`src/rtl/decimator_pkg.sv`:
```
// decimator_pkg: FSM state types and counter sizing shared by the decimator blocks
package decimator_pkg;
  typedef enum logic {RX_IDLE, RX_ACK} rx_state_t;
  typedef enum logic [1:0] {TX_IDLE, TX_REQ, TX_WAIT} tx_state_t;
  function automatic int cnt_width(input int factor);
    return factor > 1 ? $clog2(factor) : 1;
  endfunction
endpackage

```
`src/rtl/decimator_if.sv`:
```
// decimator_if: upstream and downstream four-phase req/ack channels plus FIFO occupancy
interface decimator_if #(
  parameter int DataWidth = 18,
  parameter int FifoDepth = 4
);
  localparam int LevelWidth = $clog2(FifoDepth) + 1;
  logic [DataWidth-1:0]  data_in_i;
  logic                  data_in_req_i;
  logic                  data_in_ack_o;
  logic [DataWidth-1:0]  data_out_o;
  logic                  data_out_req_o;
  logic                  data_out_ack_i;
  logic [LevelWidth-1:0] level_o;
  modport master (
    output data_in_i, data_in_req_i, data_out_ack_i,
    input  data_in_ack_o, data_out_o, data_out_req_o, level_o
  );
  modport slave (
    input  data_in_i, data_in_req_i, data_out_ack_i,
    output data_in_ack_o, data_out_o, data_out_req_o, level_o
  );
endinterface

```
`src/rtl/decimator_sample_fifo.sv`:
```
// sample_fifo: synchronous FIFO with combinational head; pointers wrap modulo Depth
module sample_fifo #(
  parameter int DataWidth = 18,
  parameter int Depth     = 4
) (
  input  logic                     clk,
  input  logic                     rst,
  input  logic                     push,
  input  logic                     pop,
  input  logic [DataWidth-1:0]     wdata,
  output logic [DataWidth-1:0]     rdata,
  output logic                     full,
  output logic                     empty,
  output logic [$clog2(Depth):0]   level
);
  localparam int AW = $clog2(Depth);
  logic [DataWidth-1:0] mem [Depth];
  logic [AW-1:0] wptr, rptr;
  logic do_push, do_pop;
  always_comb begin
    full    = level == (AW+1)'(Depth);
    empty   = level == '0;
    do_push = push && !full;
    do_pop  = pop && !empty;
    rdata   = mem[rptr];
  end
  always_ff @(posedge clk)
    if (do_push) mem[wptr] <= wdata;
  always_ff @(posedge clk)
    if (rst) begin
      wptr  <= '0;
      rptr  <= '0;
      level <= '0;
    end else begin
      wptr  <= do_push ? wptr + AW'(1) : wptr;
      rptr  <= do_pop ? rptr + AW'(1) : rptr;
      level <= level + (AW+1)'(do_push) - (AW+1)'(do_pop);
    end
endmodule

```
`src/rtl/decimator.sv`:
```
// decimator: keeps one of every Factor handshaken samples, buffers them and re-emits over req/ack
module decimator
  import decimator_pkg::*;
#(
  parameter int DataWidth = 18,
  parameter int Factor    = 4,
  parameter int FifoDepth = 4
) (
  input logic        clk_i,
  input logic        rst_i,
  decimator_if.slave bus
);
  localparam int CW = cnt_width(Factor);
  localparam logic [CW-1:0] Last = CW'(Factor - 1);
  rx_state_t rx_q, rx_d;
  tx_state_t tx_q, tx_d;
  logic [CW-1:0] cnt_q;
  logic [DataWidth-1:0] head, dout_q;
  logic keep, accept, push, pop, load, full, empty;
  sample_fifo #(.DataWidth(DataWidth), .Depth(FifoDepth)) fifo (
    .clk(clk_i), .rst(rst_i), .push(push), .pop(pop), .wdata(bus.data_in_i),
    .rdata(head), .full(full), .empty(empty), .level(bus.level_o)
  );
  // Dropped samples are acked even when the FIFO is full; only kept ones stall.
  always_comb begin
    keep   = cnt_q == '0;
    accept = rx_q == RX_IDLE && bus.data_in_req_i && (!keep || !full);
    push   = accept && keep;
    rx_d   = rx_q == RX_IDLE ? (accept ? RX_ACK : RX_IDLE) : (bus.data_in_req_i ? RX_ACK : RX_IDLE);
    load   = tx_q == TX_IDLE && !empty;
    pop    = tx_q == TX_REQ && bus.data_out_ack_i;
    tx_d   = load ? TX_REQ : pop ? TX_WAIT : (tx_q == TX_WAIT && !bus.data_out_ack_i) ? TX_IDLE : tx_q;
  end
  always_ff @(posedge clk_i)
    if (rst_i) begin
      rx_q   <= RX_IDLE;
      tx_q   <= TX_IDLE;
      cnt_q  <= '0;
      dout_q <= '0;
    end else begin
      rx_q   <= rx_d;
      tx_q   <= tx_d;
      cnt_q  <= accept ? (cnt_q == Last ? '0 : cnt_q + CW'(1)) : cnt_q;
      dout_q <= load ? head : dout_q;
    end
  assign bus.data_in_ack_o  = rx_q == RX_ACK;
  assign bus.data_out_req_o = tx_q == TX_REQ;
  assign bus.data_out_o     = dout_q;
endmodule

```
`src/flat_wrapper.sv`:
```
// flat-port wrapper written by rule: the top's interface ports become plain ports
module decimator_flat import decimator_pkg::*;
#(
  parameter int DataWidth = 18,
  parameter int Factor    = 4,
  parameter int FifoDepth = 4
)
  (clk_i, rst_i, bus_data_in_i, bus_data_in_req_i, bus_data_out_ack_i, bus_data_in_ack_o, bus_data_out_o, bus_data_out_req_o, bus_level_o);
  decimator_if #(.DataWidth(DataWidth), .FifoDepth(FifoDepth)) bus_i ();
  input logic clk_i;
  input logic rst_i;
  input wire logic [$bits(bus_i.data_in_i)-1:0] bus_data_in_i;
  input wire logic [$bits(bus_i.data_in_req_i)-1:0] bus_data_in_req_i;
  input wire logic [$bits(bus_i.data_out_ack_i)-1:0] bus_data_out_ack_i;
  output wire logic [$bits(bus_i.data_in_ack_o)-1:0] bus_data_in_ack_o;
  output wire logic [$bits(bus_i.data_out_o)-1:0] bus_data_out_o;
  output wire logic [$bits(bus_i.data_out_req_o)-1:0] bus_data_out_req_o;
  output wire logic [$bits(bus_i.level_o)-1:0] bus_level_o;
  assign bus_i.data_in_i = bus_data_in_i;
  assign bus_i.data_in_req_i = bus_data_in_req_i;
  assign bus_i.data_out_ack_i = bus_data_out_ack_i;
  assign bus_data_in_ack_o = bus_i.data_in_ack_o;
  assign bus_data_out_o = bus_i.data_out_o;
  assign bus_data_out_req_o = bus_i.data_out_req_o;
  assign bus_level_o = bus_i.level_o;
  decimator #(.DataWidth(DataWidth), .Factor(Factor), .FifoDepth(FifoDepth)) u_core (.clk_i(clk_i), .rst_i(rst_i), .bus(bus_i));
endmodule
```
`config.mk`:
```
export PLATFORM = sky130hd
export DESIGN_NAME = decimator_flat
export DESIGN_NICKNAME = d
export VERILOG_FILES = /design/src/rtl/decimator_pkg.sv /design/src/rtl/decimator_if.sv /design/src/rtl/decimator_sample_fifo.sv /design/src/rtl/decimator.sv /design/src/flat_wrapper.sv
export SDC_FILE = /design/constraint.sdc
export NUM_CORES = 1
export LEC_CHECK = 0
export CORE_UTILIZATION = 57
export DETAILED_ROUTE_END_ITERATION = 10
export PLACE_DENSITY = 0.81
export SETUP_SLACK_MARGIN = 0.02
export SLEW_MARGIN = 40
export SYNTH_ARGS = -nofsm -noshare
export SYNTH_HDL_FRONTEND = slang
export SYNTH_SLANG_ARGS = --single-unit
```
`constraint.sdc`:
```
create_clock -name clk_i -period 4.4 [get_ports clk_i]
set_input_delay 0.88 -clock clk_i [delete_from_list [all_inputs] [get_ports clk_i]]
set_output_delay 0.88 -clock clk_i [all_outputs]
set_load 0.1 [all_outputs]
```
# Word-level counts from Yosys, hierarchy flattened
# Memories as Yosys holds them, arrays and structs flattened. A register that Yosys moved wholly into a read port is not among the register bits.
# Cells that the tools add are included.
# W data, S select, Z words.
dict set report totals {
  register_bits 12
  mem_bits_rw 72
  inputBits 22
  elab_cells 46
  n_memories 1
}
# name depth word_bits rd rd_clocked_by_memory_dff wr line
set mem_list {}
lappend mem_list {u_core.fifo.mem 4 18 1 1 1 decimator_sample_fifo.sv:17} ;# logic [DataWidth-1:0] mem [Depth];
dict set report op_classes {
  addsub 5
  eq_ne 4
  n_mux 9
  bitwise_logic 1
  reduce_logical 19
}
# op n
set ops {}
lappend ops {{$logic_and A1 B1 Y1} 8}
lappend ops {{$add A2 B1 Y2 const B} 3}
lappend ops {{$mux W1} 6}
lappend ops {{$mux W2} 3}
lappend ops {{$eq A2 B2 Y1 const B} 2}
lappend ops {{$logic_not A1 Y1} 4}
lappend ops {{$logic_not A2 Y1} 2}
lappend ops {{$add A3 B1 Y3} 1}
lappend ops {{$eq A3 B3 Y1 const B} 1}
lappend ops {{$logic_not A3 Y1} 1}
lappend ops {{$reduce_bool A3 Y1} 1}
lappend ops {{$sub A3 B1 Y3} 1}
lappend ops {{$eq A2 B1 Y1 const B} 1}
lappend ops {{$reduce_bool A2 Y1} 1}
lappend ops {{$reduce_or A2 Y1} 1}
lappend ops {{$logic_or A1 B1 Y1} 1}
lappend ops {{$not A1 Y1} 1}

# Longest topological paths before layout
dict set report depth {
  ltp_word 8
  depth_mapped 12
  mapped_depth_nobuf 12
}

# Hierarchy
# Synthesis repeated with hierarchy kept, for this count alone.
dict set report unflattened {
  hier_cells 251
  hier_area_um2 4010.1
}
# module instances cells_each area_per_inst_um2 seq_area_each_um2
set modules_own_cells {}
lappend modules_own_cells {sample_fifo 1 145 3120.5 2342.2}
lappend modules_own_cells {decimator 1 106 889.6 460.4}

# Least setup slack after synthesis
# Ideal clock, no wire load.
dict set report synth_path {
  kind {reg-to-reg}
  from {register u_core.fifo.level[2]}
  to {register u_core.fifo.level[2]}
  setup_time_ps 128
  arrival_ps 2629
  required_ps 4272
  slack_ps 1643
  stages_incl_launch_ff 11
  synth_period_minus_slack_ps 2757
  path_cell_list {dfxtp_1 nor3b_2 nor2_1 inv_1 ha_1 inv_1 ha_1 fa_1 xnor2_1 xnor2_1 nor2_1}
}
dict set report synth_between {
  elab_chain_cells 8
}
# element line
set synth_lines {}
lappend synth_lines {{start: declaration} decimator_sample_fifo.sv:14} ;# output logic [$clog2(Depth):0] level
lappend synth_lines {{start signal: assignment} decimator_sample_fifo.sv:37} ;# level <= level + (AW+1)'(do_push) - (AW+1)'(do_pop);
lappend synth_lines {{$eq A3 B3 Y1} decimator_sample_fifo.sv:21} ;# full = level == (AW+1)'(Depth);
lappend synth_lines {{$logic_not A1 Y1} {decimator_sample_fifo.sv:23, decimator.sv:27}}
lappend synth_lines {{$logic_or A1 B1 Y1} decimator.sv:27} ;# accept = rx_q == RX_IDLE && bus.data_in_req_i && (!keep || !full);
lappend synth_lines {{$logic_and A1 B1 Y1} decimator.sv:27}
lappend synth_lines {{$logic_and A1 B1 Y1} decimator.sv:28} ;# push = accept && keep;
lappend synth_lines {{$logic_and A1 B1 Y1} decimator_sample_fifo.sv:23} ;# do_push = push && !full;
lappend synth_lines {{$add A3 B1 Y3} decimator_sample_fifo.sv:37}
lappend synth_lines {{$sub A3 B1 Y3 *} decimator_sample_fifo.sv:37}
# Mark *: on every way between the ends. The rest lies on a longest branch, timed or not.
# A chain may end at the register's enable or synchronous reset.

# Worst setup path in the final report
dict set report layout_path {
  from {input bus_data_in_req_i}
  to {register u_core.fifo.level[2]}
}
dict set report layout_between {
  elab_chain_cells 6
}
# element line
set layout_lines {}
lappend layout_lines {{start: declaration} flat_wrapper.sv:13} ;# input wire logic [$bits(bus_i.data_in_req_i)-1:0] bus_data_in_req_i;
lappend layout_lines {{$logic_and A1 B1 Y1 (2 in a row)} decimator.sv:27}
lappend layout_lines {{$logic_and A1 B1 Y1} decimator.sv:28}
lappend layout_lines {{$logic_and A1 B1 Y1} decimator_sample_fifo.sv:23}
lappend layout_lines {{$add A3 B1 Y3} decimator_sample_fifo.sv:37}
lappend layout_lines {{$sub A3 B1 Y3} decimator_sample_fifo.sv:37}
# No other way between the ends.

==> impl_metrics.yaml <==
worst_hold_path:
  hold_start: "u_core.bus.data_out_o[5]"
  hold_path_end: "u_core.bus.data_out_o[5]"
  hold_depth: 1
  worstHoldPathType: "flop to flop"
logic_synthesis:
  syn_area_per_cell_um2: 18.15
  yosysMostFrequentCell: "edfxtp_1"
  synth_top_area_share_pct: 55.65
  syn-cell-area_um2: 3885
  ys.flop_type: "edfxtp_1"
  yosysWarnings: 0
  seq_area_frac_synth_pct: 71.11
  synth_cell_type_count: 37
  synth-edff-count: 72
  syn-instance-count: 214
  yosys.area.top_type: "edfxtp_1"
  synth-async-reset-ratio_pct: 0
  synth_common_cells: "edfxtp_1 (72), dfxtp_1 (30), mux4_2 (18), a22o_1 (13), inv_1 (12)"
  yosys_register_bits: 102
  ys_top_cells_by_area: "edfxtp_1 (56%), dfxtp_1 (15%), mux4_2 (10%)"
  synth_nets: 245
global_routing:
  grt_util_met2_pct: 32.89
  grt_busiest_layer: "met2"
  met1_usage_pct: 25.09
  grt_usage_pct: 19.80
  grt_pass1_wl_um: 10360
  gr-total-overflow: 0
  grt_max_degree: 21
  grt_pass1_vias: 2040
  antenna_found_initial: 0
  use_met3_pct: 5.801
job:
  cap_violations: 0
critical_path:
  path_max_fanout: 3
  critical_path.startpoint_type: "input port"
  cp_data_required_time_ps: 4630
  cp-end-kind: "flop"
  worstPathArrival_ps: 2860
  rr_worst_depth: 12
  r2r_setup_slack_ps: 2130
  reg2reg_to: "u_core.fifo.level[2]"
  crit_type: "input port to flop"
  r2r_start: "u_core.cnt_q[0]"
drt:
  drc: 4
  vias_per_cell: 5.740
  via_count: 1986
  drt_iter0_drc: 108
  wl_per_cell_um: 18.36
  drt_wl_total_um: 6351
  ant_nets: 0
  dr.pass1.iters: 7
cts:
  ctsResizeCount: 0
  cts_buffer_depth: 2
  cts_root_buf: "clkbuf_8"
  clock_sinks: 102
  cts-buffers-inserted: 9
  cts_htree_levels: 3
  cts.hold.buffers_added: 0
  cts_tree: "done"
  insertion_delay_ps: 350
  clk_pin_slew_ps: 90
  postCtsSetupBuffers: 0
timing:
  finalSetupViolCount: 0
  rsz0062_at_grt: "false"
  period_share_pct: 59.90
  slew_violations: 0
  clock_skew_ps: 8.192
  layout_min_cycle_time_ps: 2636
  tightestPinTransition_ps: 539.3
  finalHoldViolations: 0
  finalSetupTns_ps: 0
  slew_headroom_pct: 63.94
  max_freq_mhz: 379.4
  hold_ws_ps: 476.3
layout:
  final_nets: 295
  multi_input_area_um2: 1016
  nFillCells: 426
  drive_above_1_share_pct: 28.25
  insertedDiodeCount: 0
  final_core_util_pct: 70.19
  ff_latch_area_um2: 2764
  area_delta_synth_final_pct: 16.68
placed_design:
  port_buffers: 44
  hpwl_um: 4095
  gp_congestion: 0.7897
floorplanning:
  initial_core_util_pct: 60.15
  rows: 29
  core_area_um2: 6459
  die_h_um: 84.56
  dieArea_um2: 7150
  ios: 45
  fp.dieW_um: 84.56
pwr:
  totalPowerFinal_mw: 3.023
  ir_drop_mv: 0.3863
  p_leak_nw: 1.616
  power_density_nw_per_um2: 666.8
run_status:
  violations: "DRC"
  outcome: "complete, but fails checks"
how the worst max path moves through the flow:
stage,from,endpoint,slack (ps),cells past startpoint
final,bus_data_in_req_i,u_core.fifo.level[2],1760,11
after global routing,bus_data_in_req_i,u_core.fifo.level[2],1640,11
after CTS,bus_data_in_req_i,u_core.fifo.level[2],1780,11
after detailed placement,bus_data_in_req_i,u_core.fifo.level[2],1400,11
after global placement,bus_data_in_req_i,u_core.fifo.level[2],1450,11
after floorplan,u_core.fifo.level[2],u_core.fifo.level[2],1640,10
cells in the final DEF (no fill, tap or decap), types with 2 or more instances in the layout:
master / instances
edfxtp_1: 72
dfxtp_1: 29
buf_2: 23
clkdlybuf4s50_1: 21
mux4_2: 18
a22o_1: 13
inv_1: 12
clkbuf_8: 9
ha_1: 8
a21oi_1: 6
o21ai_0: 5
a22o_2: 5
nor2_1: 4
and3_2: 4
bufinv_16: 4
nor2b_1: 3
nand2_1: 3
buf_4: 3
nand3b_1: 2
nand3_1: 2
xnor2_1: 2
clkinv_1: 2
metrics by stage:
| step | cell area, um2 | setup slack (ps) | std cells |
|---|---|---|---|
| floorplan | 3885 | 1643 | 214 |
| global placement | 4365 | 1449 | 328 |
| detailed placement | 4272 | 1404 | 330 |
| CTS | 4532 | 1783 | 346 |
| global route | 4533 | 1640 | 346 |
| finish | 4533 | 1764 | 346 |
cell families (layout without fill, tap and decap cells):
| logic type | after synthesis | count (layout) | synth area share [%] |
|---|---|---|---|
| AOI/OAI and AO/OA | 33 | 33 | 6.602 |
| xor gates and xnor gates | 2 | 2 | 0.4510 |
| adders and majority gates | 9 | 9 | 3.092 |
| buffers and inverters | 21 | 76 | 2.898 |
| DFF | 102 | 102 | 71.11 |
| muxes | 20 | 20 | 10.98 |
| and+or+nand+nor | 27 | 27 | 4.863 |
layer usage:
layer	vias up	wire, um
met4	0	66
met1	985	2667
met2	55	3310
met5	-	0
li1	942	-
met3	4	305
sequential cells by signal, indices dropped and copies added, names as in the netlist:
| signal | count |
|---|---|
| u_core.cnt_q | 2 |
| u_core.bus.data_out_o | 18 |
| u_core.fifo.wptr | 2 |
| u_core.fifo.rptr | 2 |
| u_core.bus.data_in_ack_o | 1 |
| u_core.fifo.mem | 72 |
| u_core.tx_q | 2 |
| u_core.fifo.level | 3 |
power breakdown:
group | total (mW) | switching (mW) | internal [mW]
sequential | 1.25 | 0.0846 | 1.17
combinational | 1.04 | 0.805 | 0.237
clock | 0.726 | 0.293 | 0.432
critical path, stage by stage:
cell and delay (ps):
clkdlybuf4s50_1 490, nand3b_1 110, nor2_1 100, inv_1 50
ha_1 260, inv_1 40, ha_1 180, fa_1 380
xnor2_1 190, xnor2_1 140, nor2_1 50
layout make-up:
class	instances	share of cell area, %
Multi-Input combinational cell	91	22.41
Timing Repair Buffer	47	7.673
Tap cell	77	2.125
Sequential cell	102	60.97
Clock buffer	9	2.733
Clock inverter	7	3.009
Inverter	13	1.076
(Power assumes the default switching activity.)
